[src/rtl/async_event_arbiter.sv]
// rtl/async_event_arbiter.sv - synchronizes asynchronous event lines and serves them round-robin over valid/ready
module async_event_arbiter #(
  parameter  int NUM_REQ     = 4,
  parameter  int SYNC_STAGES = 2,
  localparam int IDW         = $clog2(NUM_REQ)
) (
  input  logic               clk,
  input  logic               reset_n,
  input  logic [NUM_REQ-1:0] async_req,
  output logic               evt_valid,
  output logic [IDW-1:0]     evt_id,
  input  logic               evt_ready,
  output logic [NUM_REQ-1:0] pending,
  output logic [NUM_REQ-1:0] overrun,
  input  logic               overrun_clr
);

  if (SYNC_STAGES < 2) begin : g_bad_sync_stages
    $error("async_event_arbiter: SYNC_STAGES must be at least 2");
  end
  if (NUM_REQ < 2 || NUM_REQ > 16) begin : g_bad_num_req
    $error("async_event_arbiter: NUM_REQ must be in 2..16");
  end

  localparam logic [0:0] S_IDLE  = 1'b0;
  localparam logic [0:0] S_OFFER = 1'b1;

  logic [NUM_REQ-1:0]   r_sync [SYNC_STAGES];
  logic [NUM_REQ-1:0]   r_hist;
  logic [NUM_REQ-1:0]   r_pending;
  logic [NUM_REQ-1:0]   r_overrun;
  logic [0:0]           r_state;
  logic                 r_valid;
  logic [IDW-1:0]       r_id;
  logic [IDW-1:0]       r_ptr;

  logic [NUM_REQ-1:0]   w_sync;
  logic [NUM_REQ-1:0]   w_rise;
  logic                 w_hs;
  logic [NUM_REQ-1:0]   w_clr;
  logic [NUM_REQ-1:0]   w_ovr_set;
  logic [2*NUM_REQ-1:0] w_rot;
  logic [IDW:0]         w_sum;
  logic                 w_found;
  logic [IDW-1:0]       w_sel;

  always_ff @(posedge clk or negedge reset_n) begin
    if (!reset_n) begin
      for (int s = 0; s < SYNC_STAGES; s++) r_sync[s] <= '0;
      r_hist <= '0;
    end else begin
      r_sync[0] <= async_req;
      for (int s = 1; s < SYNC_STAGES; s++) r_sync[s] <= r_sync[s-1];
      r_hist <= w_sync;
    end
  end

  assign w_sync = r_sync[SYNC_STAGES-1];
  assign w_rise = w_sync & ~r_hist;

  // A new edge landing on the cycle its line is being acknowledged is a fresh event, not an overrun.
  assign w_hs      = r_valid & evt_ready;
  assign w_clr     = w_hs ? (NUM_REQ'(1) << r_id) : '0;
  assign w_ovr_set = w_rise & r_pending & ~w_clr;

  always_ff @(posedge clk or negedge reset_n) begin
    if (!reset_n) begin
      r_pending <= '0;
      r_overrun <= '0;
    end else begin
      r_pending <= (r_pending & ~w_clr) | w_rise;
      r_overrun <= (overrun_clr ? '0 : r_overrun) | w_ovr_set;
    end
  end

  // Rotate so bit 0 is the pointer position; the lowest set bit is the next winner.
  assign w_rot = {r_pending, r_pending} >> r_ptr;

  always_comb begin
    w_found = 1'b0;
    w_sum   = '0;
    w_sel   = '0;
    for (int k = NUM_REQ - 1; k >= 0; k--) begin
      if (w_rot[k]) begin
        w_found = 1'b1;
        w_sum   = {1'b0, r_ptr} + (IDW+1)'(k);
      end
    end
    if (w_sum >= (IDW+1)'(NUM_REQ)) w_sel = IDW'(w_sum - (IDW+1)'(NUM_REQ));
    else                            w_sel = w_sum[IDW-1:0];
  end

  always_ff @(posedge clk or negedge reset_n) begin
    if (!reset_n) begin
      r_state <= S_IDLE;
      r_valid <= 1'b0;
      r_id    <= '0;
      r_ptr   <= '0;
    end else begin
      case (r_state)
        S_IDLE: begin
          if (w_found) begin
            r_id    <= w_sel;
            r_valid <= 1'b1;
            r_state <= S_OFFER;
          end
        end
        S_OFFER: begin
          if (evt_ready) begin
            r_valid <= 1'b0;
            r_ptr   <= (r_id == IDW'(NUM_REQ - 1)) ? '0 : r_id + IDW'(1);
            r_state <= S_IDLE;
          end
        end
        default: begin
          r_valid <= 1'b0;
          r_state <= S_IDLE;
        end
      endcase
    end
  end

  assign evt_valid = r_valid;
  assign evt_id    = r_id;
  assign pending   = r_pending;
  assign overrun   = r_overrun;

endmodule

[config.mk]
export PLATFORM = sky130hd
export DESIGN_NAME = async_event_arbiter
export DESIGN_NICKNAME = d
export VERILOG_FILES = /design/src/rtl/async_event_arbiter.sv
export SDC_FILE = /design/constraint.sdc
export NUM_CORES = 1
export LEC_CHECK = 0
export CAP_MARGIN = 20
export CORE_ASPECT_RATIO = 0.75
export CORE_MARGIN = 4
export CORE_UTILIZATION = 49
export CTS_BUF_LIST = sky130_fd_sc_hd__clkbuf_16
export CTS_CLUSTER_DIAMETER = 120
export DETAILED_ROUTE_END_ITERATION = 8
export PLACE_DENSITY_LB_ADDON = 0.08
export SETUP_SLACK_MARGIN = 0.3
export SLEW_MARGIN = 20
export SYNTH_ARGS = -nofsm -noshare
export SYNTH_HDL_FRONTEND = slang
export SYNTH_SLANG_ARGS = --single-unit
export TNS_END_PERCENT = 30
[constraint.sdc]
create_clock -name clk -period 1.7 [get_ports clk]
set_input_delay 0.17 -clock clk [delete_from_list [all_inputs] [get_ports clk]]
set_output_delay 0.17 -clock clk [all_outputs]
set_load 0.02 [all_outputs]
-- Yosys cells after proc, flatten, opt, wreduce, memory -nomap -nowiden
Index checks and enable logic that the tools add are counted.
- div/mod/pow operators: 0
- add/sub/neg operators: 5
- order comparisons: 1
- shifts and indexed selects: 2
- reductions and logical operators: 3
- mux-type cells: 18
- multipliers: 0
- bitwise logic cells: 10
- equality and inequality tests: 3
- operators by type and width (kind ; number):
    4-bit bitwise AND ; 4
    3-bit two-way mux ; 4
    1-bit two-way mux ; 8
    4-bit two-way mux ; 2
    4-bit inverter ; 2
    4-bit OR ; 2
    8-bit by 2-bit >> shifter with 4-bit output ; 1
    2-bit by 2-bit adder with 3-bit output, second input constant ; 2
    2-bit AND reduction ; 3
    2-bit two-way mux ; 2
    2-bit != test, second input constant ; 2
    1-bit case mux with 2 select lines ; 2
    1-bit by 2-bit left shift with 4-bit output, first input constant ; 1
    2-bit by 1-bit adder with 3-bit output, second input constant ; 1
    3-bit >= comparator, second input constant ; 1
    2-bit by 1-bit adder with 2-bit output, second input constant ; 1
    2-bit == test, second input constant ; 1
    2-bit by 1-bit subtractor with 2-bit output, second input constant ; 1
    1-bit bitwise AND ; 1
    1-bit inverter ; 1
- memory bits (read-only): 0
- input port bits: 8
- logic and storage cells: 51
- output and inout port bits: 11
- flip-flop bits (word level): 26
- RAM bits: 0
- memories kept: 0
- bits in latches: 0

-- Logic depth before layout (Yosys ltp)
Gate-level depths: netlist (run 1).
- depth in word-level cells: 7
- depth in mapped cells: 5

-- Least setup slack after synthesis (run 1)
OpenSTA, ideal clock, no wires.
- kind: register to register
- from: register r_id[0], in the netlist evt_id[0]
- to: register r_ptr[1]
- slack: 0.432 ns
- cell stages (with the launch flop): 4
- arrival time: 1.141 ns
- path through: dfrtp_1 -> inv_1 -> ha_1 -> mux2_1
- longest elaborated chain between the ends: 2
- ends and longest elaborated chain (item ; line ; source):
    start, declared ; 34 ; logic [IDW-1:0] r_id;
    start signal, assigned ; 103 ; r_id <= w_sel;
    2-bit by 1-bit adder with 2-bit output / 2-bit == test (equally long branches) ; 111 ; r_ptr <= (r_id == IDW'(NUM_REQ - 1)) ? '0 : r_id + IDW'(1);
    2-bit two-way mux * ; 111 ;
    end signal, assigned ; 111 ;
    end, declared ; 35 ; logic [IDW-1:0] r_ptr;
Every way passes the cells marked *; elsewhere a longest branch is shown, timed or not.
A chain may end at the register's enable or synchronous reset.

-- Worst setup path after layout (run 1)
- from: register r_pending[3], in the netlist pending[3]
- to: output port pending[3]
- RTL lines (item ; line ; source):
    start, declared ; 30 ; logic [NUM_REQ-1:0] r_pending;
    start signal, assigned ; 71 ; r_pending <= (r_pending & ~w_clr) | w_rise;
    end, declared ; 13 ; output logic [NUM_REQ-1:0] pending,
No word-level cell between the ends.

==> impl_results.md, run 1 <==
- WP data required: 1.53 ns
- Overall die area: about 2800 sq um
- Post-DRT Antenna Nets: 0
- Final routed DRC violation total: 0
- Fin worst setup slack: about 0.15 ns
- Unrepaired setup endpoints after global routing: yes
- Commonest non-fill, non-tap cell in the layout: dfrtp_1
- Ratio of cells with drive above 1 in the final layout: 7.92%
- Met2 Use GR: ~22%
- Clock buffer depth: 2
- Die W: roughly 60 um
- Met1 usage: a little over a fifth
- Number of synthesis warnings: 0
- P_leak: about 0.0006 uW
- Sink Count: 26
- Met3 GRT Util: 6.32%
- Slowest Stage Delay on Critical Path: about 0.65 ns
- Crit share post-route: about nine tenths
- Place WS: a little under 0.4 ns
- Area growth, synth to finish: 32.6%
- Vias in the first global route: 627
- Slew HR: about three quarters
- Critical path's top delay family: buffers and inverters
- Synthesized flop and latch total: 26
- Synth Instances: slightly below 80
- Die Height: 46.9 um
- Final Hold Vio Count: 0
- DP HPWL: approximately 1300 um
- Busiest grt layer: met2
- GR Util All Layers: between 10% and 20%
- Row cnt: 13
- Routed WL per cell: 14.5 um
- Placer Congestion: about 0.72
- Setup Total Neg Slack: 0 ns
- Mapped Nets: 90
- Routed vias: ~630
- Pin count of the biggest net entering global routing: 27
- H-tree levels: 1
- Initial antenna violation count: 0
- Initial drt markers: 13
- Min Tclk post-route: between 1.5 and 2 ns
- Mapped cell area: 991 sq um
- Endpoint class of the critical path: output port
- CTS tree: yes
- Via/cell ratio: around 5.1
- CTS Buf Count: 3
- Cts hold-fix bufs: 0
- Fmax: 646 MHz
- Worst-Skew Late Latency: about 0.25 ns
- Final setup viols: 0
- Max cap viols: 0
- Seq/Total Area, Yosys: 65.7%
- I/O Pins: 19
- CP max FO: 5
- Hold Crit Class: in -> async
- Starting Density: approximately 54%
- IO Port Bufs: 18
- # Post-CTS Setup Buffers: 0
- Final #Nets: between 100 and 150
- Final WL: 1780 um
- Crit path DAT: roughly 1.4 ns
- Run status: finished clean
- Core ar.: 1820 sq um
- PnR Total Power: about 2000 uW
- Avg Synthesized Cell Area: 12.7 sq um
- Crit start category: flip-flop
- Global-route wire length before repair: 2950 um
- Final Slew Violations: 0
- Worst path slowest cell: clkdlybuf4s50_1
- Worst vdd rail ir drop: a little over 900 uV
- PwrDens: approximately 1600 nW/um^2
- Most frequent cells in the layout: dfrtp_1 (26), clkdlybuf4s50_1 (14), nand2_1 (10), inv_1 (7), nand2b_1 (5)
- Number of library cell types mapped by synthesis: 22
- Slew of the pin with the lowest slew margin: roughly 0.36 ns
- Buf/Inv on CP: 1
- Critical Path, Cell by Cell: clkdlybuf4s50_1
- Clk pin slew, worst setup/hold paths: around 0.06 ns
- Root Driver: clkbuf_16
- Final Skew: between 0.003 and 0.004 ns
- Diodes inserted: 0
- Grt ovf: 0
- Drt first pass iters: 4
- Setup Crit Path Kind: reg -> out
- Min Hold Slack: between 0.2 and 0.3 ns
==> registers in the layout, indices dropped and copies added (netlist names) <==
| signal | flops |
|---|---|
| overrun | 4 |
| pending | 4 |
| r_hist | 4 |
| r_sync | 4 |
| w_sync | 4 |
| evt_id | 2 |
| r_ptr | 2 |
| evt_valid | 1 |
| r_state | 1 |
==> logic make-up after synthesis <==
family / synth area share (%)
flops: 65.7
fa+ha+maj: 5.05
compound gates: 9.47
buf+inv: 2.65
simple gates: 14.0
mux: 3.16
==> synth_stat cells (all sizes together) <==
| master | n | area (sq um) |
|---|---|---|
| nor3b | 1 | 7.51 |
| inv | 7 | 26.3 |
| o21a | 1 | 7.51 |
| nand3 | 4 | 20.0 |
| nand2b | 5 | 31.3 |
| nor4 | 1 | 21.3 |
| ha | 4 | 50.1 |
| o21ai | 2 | 10.0 |
| nand2 | 11 | 43.8 |
| and2b | 1 | 7.51 |
| a21oi | 2 | 10.0 |
| o31ai | 1 | 7.51 |
| mux2i | 2 | 20.0 |
| dfrtp | 26 | 651 |
| nor2 | 2 | 7.51 |
| o22ai | 4 | 25.0 |
| a311oi | 1 | 8.76 |
| mux2 | 1 | 11.3 |
| o41ai | 2 | 25.0 |
==> through the flow <==
step / area [sq um] / util [%] / cells
floorplan: 991 / - / 78
global placement: 1210 / 66.2 / 119
detailed placement: 1210 / 66.2 / 119
CTS: 1310 / 71.8 / 123
global route: 1310 / 72.1 / 123
finish: 1310 / 72.1 / 123
==> report_power, final <==
group	internal (uW)	switching, uW	total (uW)
Sequential	728	148	876
Combinational	246	267	513
Clock	467	191	659
Total	1440	606	2050
==> repair_timing <==
item	in CTS	in global routing
gates resized for setup	2	2
pin swaps	0	0
setup endpoints to repair	8	8
==> routing by layer <==
metal | wire length (um) | up-vias | share of wire (%)
li1 | - | 312 | -
met1 | 869 | 299 | 49
met2 | 781 | 20 | 44
met3 | 130 | 0 | 7.3
met4 | 0 | 0 | 0
met5 | 0 | - | 0
==> final cells by class <==
cell class | instances | area, sq um
clock buffer | 3 | 75.1
clock inverter | 1 | 30.0
fill | 136 | 508
inverter | 7 | 26.3
multi-input combinational | 45 | 314
sequential | 26 | 651
tap | 22 | 27.5
timing repair buffer | 19 | 190
==> worst register-to-register path, cell delays in order (launching register included) <==
cell and delay (ns):
dfrtp_1 0.46, inv_1 0.09, ha_1 0.31, mux2_1 0.29
==> worst paths after layout <==
| check | from | end | slack [ns] | depth (start not counted) |
|---|---|---|---|---|
| max | pending[3]$_DFF_PN0_ | pending[3] | 0.15 | 1 |
| min | reset_n | evt_id[0]$_DFFE_PN0P_ | 0.27 | 2 |
| max reg2reg | evt_id[0]$_DFFE_PN0P_ | r_ptr[1]$_DFFE_PN0P_ | 0.43 | 3 |
| min reg2reg | r_sync[5]$_DFF_PN0_ | w_sync[1]$_DFF_PN0_ | 0.35 | 0 |
| max in group asynchronous | reset_n | w_sync[1]$_DFF_PN0_ | 1.19 | 2 |
| min in group clk | async_req[2] | r_sync[6]$_DFF_PN0_ | 0.35 | 1 |
(Power assumes the default switching activity.)
==> run 2: changes to the inputs <==
--- a/config.mk
+++ b/config.mk
@@ -7,7 +7,6 @@
 export LEC_CHECK = 0
 export CAP_MARGIN = 20
 export CORE_ASPECT_RATIO = 0.75
-export CORE_MARGIN = 4
 export CORE_UTILIZATION = 49
 export CTS_BUF_LIST = sky130_fd_sc_hd__clkbuf_16
 export CTS_CLUSTER_DIAMETER = 120
==> run 2 against run 1 <==
Effect of this change:
- sequential share of layout area did not move
- combinational power fell by 1%
- critical path type unchanged
- highest routed layer is now met4
- die area fell by 22%
- largest cell class unchanged
- cell count did not move
==> impl_results.md, run 2 (same netlist as run 1, synthesis figures left out) <==
- Worst vdd rail ir drop: between 1000 and 1500 uV
- Fmax: between 600 and 700 MHz
- Clock Power Share: 32.5%
- Grt ovf: 0
- WP data required: around 1.5 ns
- Worst-Skew Late Latency: between 0.2 and 0.3 ns
- Final setup viols: 0
- CTS Buf Count: 3
- Routed vias: between 600 and 700
- Core ar.: between 1500 and 2000 sq um
- GR Util All Layers: around 20%
- IO Port Bufs: 18
- Final routed DRC violation total: 0
- Final core utilization: between 70 and 80%
- Sink Count: 26
- Reg-to-Reg End: r_ptr[1]$_DFFE_PN0P_
- Slew of the pin with the lowest slew margin: ~0.36 ns
- Drt first pass iters: 4
- Post-DRT Antenna Nets: 0
- Row cnt: 13
- P_leak: roughly 0.0006 uW
- Die W: 53.9 um
- Cts hold-fix bufs: 0
- Pin count of the biggest net entering global routing: 27
- Global-route wire length before repair: between 2000 and 3000 um
- Pint: 1440 uW
- Multi-input logic area: around 310 sq um
- Slowest Stage Delay on Critical Path: about 0.64 ns
- Psw: approximately 610 uW
- PwrDens: 1560 nW/um^2
- Setup Total Neg Slack: 0 ns
- Setup Crit Path Kind: reg -> out
- Buf/Inv on CP: 1
- # Post-CTS Setup Buffers: 0
- Vias in the first global route: 607
- Register area: approximately 650 sq um
- Placer Congestion: 0.888
- Initial drt markers: 13
- Crit share post-route: between 80% and 90%
- Reg2reg start: evt_id[0]$_DFFE_PN0P_
- H-tree levels: 1
- Placed cell areas: about 1200 sq um
- R2R cell count: 3
- R2R Setup Slk: 0.40 ns
- Sw frac: 29.9%
- Hold Crit Class: in -> async
- Initial antenna violation count: 0
- Starting Density: a little over half
- Clock buffer depth: 2
- Final #Nets: around 110
- Share of power burned in registers: a little over two fifths
- Critical Path, Cell by Cell: clkdlybuf4s50_1
- Diodes inserted: 0
- Fillers: 133
- Clk pin slew, worst setup/hold paths: 0.06 ns
- Max cap viols: 0
- Crit start category: flip-flop
- Overall die area: around 2200 sq um
- Slew HR: roughly 76%
- Finished Cell Area: ~1300 sq um
- Root Driver: clkbuf_16
- Min Tclk post-route: 1.53 ns
- Endpoint class of the critical path: output port
- Commonest non-fill, non-tap cell in the layout: dfrtp_1
- Critical path's top delay family: buffers and inverters
- Unrepaired setup endpoints after global routing: yes
- DP HPWL: between 1000 and 1500 um
- Ratio of cells with drive above 1 in the final layout: ~8%
- Final WL: between 1500 and 2000 um
- Most frequent cells in the layout: dfrtp_1 (26), clkdlybuf4s50_1 (14), nand2_1 (10), inv_1 (7), nand2b_1 (5)
- CP max FO: 5
- I/O Pins: 19
- Final Skew: 0.00214 ns
- Final Hold Vio Count: 0
- Run status: finished clean
- Via/cell ratio: 5.06
- Die Height: 40.9 um
- Worst path slowest cell: clkdlybuf4s50_1
- CTS tree: yes
- Final Slew Violations: 0
- Combinational share of power: between 20% and 30%
- Crit path DAT: 1.36 ns
- Area growth, synth to finish: 32.6%
- Routed WL per cell: 13.9 um
run 2: cell counts in the layout (fill, tap and decap cells not counted):
Identical to the previous run, type by type.
run 2: stage by stage:
step / instances / worst slack (ns) / power [uW] / hold WS, ns
floorplan: 78 / 0.432 / 1150 / -0.126
detailed placement: 119 / 0.381 / 1420 / 0.338
global placement: 119 / 0.427 / 1390 / 0.332
finish: 123 / 0.170 / 2050 / 0.269
global route: 123 / 0.120 / 2170 / 0.331
CTS: 123 / 0.142 / 2080 / 0.281
run 2: worst max-delay path by stage:
stage	depth (start not counted)	start	endpoint	slack (ns)
after global placement	3	evt_ready	r_ptr[1]$_DFFE_PN0P_	0.43
after CTS	1	pending[0]$_DFF_PN0_	pending[0]	0.14
after floorplan	3	evt_id[0]$_DFFE_PN0P_	r_ptr[1]$_DFFE_PN0P_	0.43
final	1	pending[3]$_DFF_PN0_	pending[3]	0.17
after global routing	1	pending[3]$_DFF_PN0_	pending[3]	0.12
after detailed placement	3	evt_ready	r_ptr[1]$_DFFE_PN0P_	0.38
run 2: per-layer routing:
layer  track usage, %  vias up  wire length (um)
met4             7.89        0                13
met5                0        -                 0
li1                 -      309                 -
met2             31.5       20               725
met1             25.7      291               855
met3             7.78        2               117
run 2: power groups by stage:
stage | registers [uW] | logic (uW) | clock network (uW)
after floorplan | 940 | 213 | 0
after global placement | 880 | 512 | 0
after detailed placement | 890 | 528 | 0
after CTS | 880 | 516 | 679
after global routing | 898 | 566 | 702
final | 876 | 508 | 667
run 2: final cells by class:
cell class / count / area share [%]
clock buffers: 3 / 5.71
well taps: 22 / 2.10
multi-input cells: 45 / 23.9
repair buffers: 19 / 14.5
clock inverters: 1 / 2.29
flip-flops and latches: 26 / 49.5
inverters: 7 / 2.00
run 2: worst reg2reg max path: cells and delay by family (launching register included):
family | cells | cell delay (ns)
buf+inv | 1 | 0.11
fa+ha+maj | 1 | 0.31
flops | 1 | 0.47
mux | 1 | 0.29
run 2: timing repair:
action,in CTS,in global routing
resized for setup,2,2
setup endpoints to repair,7,9
pin swaps,0,0
hold endpoints to repair,0,0
==> run 3: changes to the inputs <==
--- a/config.mk
+++ b/config.mk
@@ -7,12 +7,13 @@
 export LEC_CHECK = 0
 export CAP_MARGIN = 20
 export CORE_ASPECT_RATIO = 0.75
-export CORE_UTILIZATION = 49
+export CORE_UTILIZATION = 44
 export CTS_BUF_LIST = sky130_fd_sc_hd__clkbuf_16
 export CTS_CLUSTER_DIAMETER = 120
 export DETAILED_ROUTE_END_ITERATION = 8
 export PLACE_DENSITY_LB_ADDON = 0.08
 export SETUP_SLACK_MARGIN = 0.3
+export SKIP_LAST_GASP = 1
 export SLEW_MARGIN = 20
 export SYNTH_ARGS = -nofsm -noshare
 export SYNTH_HDL_FRONTEND = slang
==> constraint.sdc (replaced) <==
create_clock -name clk -period 1.35 [get_ports clk]
set_input_delay 0.135 -clock clk [delete_from_list [all_inputs] [get_ports clk]]
set_output_delay 0.135 -clock clk [all_outputs]
set_load 0.02 [all_outputs]
==> run 3 against run 2 <==
Effect of this change:
- the flow now finishes with violations (DRC)
- register-to-register slack got worse by 0.20 ns
- sequential share of layout area hardly changed
- combinational power up 41%
- sequential cell count is the same
- global-route usage down 1.8 points
- total power up 21%
- cell count rose by 5.7%
- non-clock buffer count grew 5
- critical path depth grew 3
- via count is 9.0% higher
==> impl_results.md, run 3 (same netlist as run 1, synthesis figures left out) <==
- CTS tree: yes
- Final routed DRC violation total: 4
- Reg2reg start: pending[0]$_DFF_PN0_
- R2R cell count: 4
- Endpoint class of the critical path: flip-flop
- Root Driver: clkbuf_16
- WL met3: ~140 um
- R2R Setup Slk: just under 0.2 ns
- Top Metal Used: met4
- Worst path slowest cell: dfrtp_2
- M1 wire length: roughly 860 um
- Most frequent cells in the layout: dfrtp_1 (18), nand2_1 (10), dfrtp_2 (8), clkdlybuf4s50_1 (7), buf_4 (6)
- Slew of the pin with the lowest slew margin: roughly 0.33 ns
- Pin count of the biggest net entering global routing: 27
- Min Tclk post-route: around 1.2 ns
- H-tree levels: 1
- Crit share post-route: between 80% and 90%
- Slew HR: between 70% and 80%
- Overall die area: around 2400 sq um
- Met2 WL: about 820 um
- Final Slew Violations: 0
- Worst Setup EP: evt_id[1]$_DFFE_PN0P_
- CP max FO: 4
- Critical Path, Cell by Cell: buf_4, nand2b_1, a21oi_1, o41ai_2
- Fmax: around 870 MHz
- Critical path's top delay family: flip-flops
- Routed WL per cell: ~14 um
- Grt ovf: 0
- Placed cell areas: 1220 sq um
- Placer Congestion: 0.784
- Sink Count: 26
- Diodes inserted: 0
- Row cnt: 14
- Run status: complete, but fails checks
- Initial drt markers: 13
- Clk pin slew, worst setup/hold paths: roughly 0.06 ns
- Hold Crit Class: in -> async
- CTS Buf Count: 3
- Final setup viols: 0
- Failing checks: DRC
- Final Skew: roughly 0.0019 ns
- PwrDens: roughly 1900 nW/um^2
- Die Height: approximately 43 um
- Setup Total Neg Slack: 0 ns
- Launch point of the critical path: pending[0]$_DFF_PN0_
- Core ar.: 2070 sq um
- Min Hold Slack: about 0.24 ns
- Routed vias: 678
- Final core utilization: between 60 and 70%
- Area growth, synth to finish: 34.7%
- Fin worst setup slack: just under 0.2 ns
- Buf/Inv on CP: 1
- Drt first pass iters: 6
- Reg-to-Reg End: evt_id[1]$_DFFE_PN0P_
- DP HPWL: roughly 1300 um
- Final #Nets: approximately 120
- I/O Pins: 19
- Unrepaired setup endpoints after global routing: yes
- Commonest non-fill, non-tap cell in the layout: dfrtp_1
- Setup Crit Path Kind: reg -> reg
- Finished Cell Area: roughly 1300 sq um
- Starting Density: roughly 48%
- Via/cell ratio: ~5.2
- Slowest Stage Delay on Critical Path: about 0.44 ns
- Initial antenna violation count: 0
- Global-route wire length before repair: roughly 3100 um
- Die W: roughly 57 um
- WP data required: around 1.5 ns
- Final Hold Vio Count: 0
- GR Util All Layers: a little under a fifth
- IO Port Bufs: 18
- Max cap viols: 0
- Worst-Skew Late Latency: roughly 0.26 ns
- Worst vdd rail ir drop: roughly 1000 uV
- Crit start category: flip-flop
- Place WS: 0.122 ns
- Post-DRT Antenna Nets: 0
- Critical Path Stages: 4
- Final WL: 1850 um
- Clock buffer depth: 2
- Vias in the first global route: 651
- Crit path DAT: between 1 and 1.5 ns
- P_leak: ~0.00063 uW
- Ratio of cells with drive above 1 in the final layout: between 30 and 40%
-- run 3: report_power, final --
group / switching (uW) / total (uW) / internal [uW]
logic: 383 / 714 / 332
registers: 189 / 1120 / 931
clock network: 251 / 647 / 396
total: 823 / 2480 / 1660
-- run 3: worst min path at each step --
stage,start,to,slack (ns),cells past startpoint
2_1_floorplan,reset_n,evt_id[0]$_DFFE_PN0P_,-0.16,0
3_3_place_gp,r_sync[5]$_DFF_PN0_,w_sync[1]$_DFF_PN0_,0.33,0
3_5_place_dp,r_sync[7]$_DFF_PN0_,w_sync[3]$_DFF_PN0_,0.34,0
4_1_cts,reset_n,w_sync[1]$_DFF_PN0_,0.24,2
5_1_grt,reset_n,r_ptr[0]$_DFFE_PN0P_,0.26,2
6_report,reset_n,evt_id[0]$_DFFE_PN0P_,0.24,2
-- run 3: layout make-up --
cell class,count,area [sq um]
clock buffers,3,75.1
clock inverters,1,3.75
fillers,169,732
inverters,7,26.3
multi-input cells,45,348
flip-flops and latches,26,661
well taps,24,30.0
repair buffers,24,191
-- run 3: metal layers --
metal	vias up	track usage, %
met5	-	0
met4	0	8.78
met3	4	7.62
met2	25	26.2
met1	330	24.4
li1	319	-
-- run 3: through the flow --
stage	cells	power, uW
finish	130	2480
global route	130	2630
CTS	130	2480
detailed placement	122	1780
global placement	122	1770
floorplan	78	1460
-- run 3: repair_timing --
| action | 4_1_cts | 5_1_grt |
|---|---|---|
| pin swaps | 3 | 5 |
| cloned | 0 | 0 |
| endpoints found under the setup margin | 20 | 20 |
| hold buffers | 0 | 0 |
| setup buffers | 4 | 0 |
| gates resized for setup | 37 | 4 |
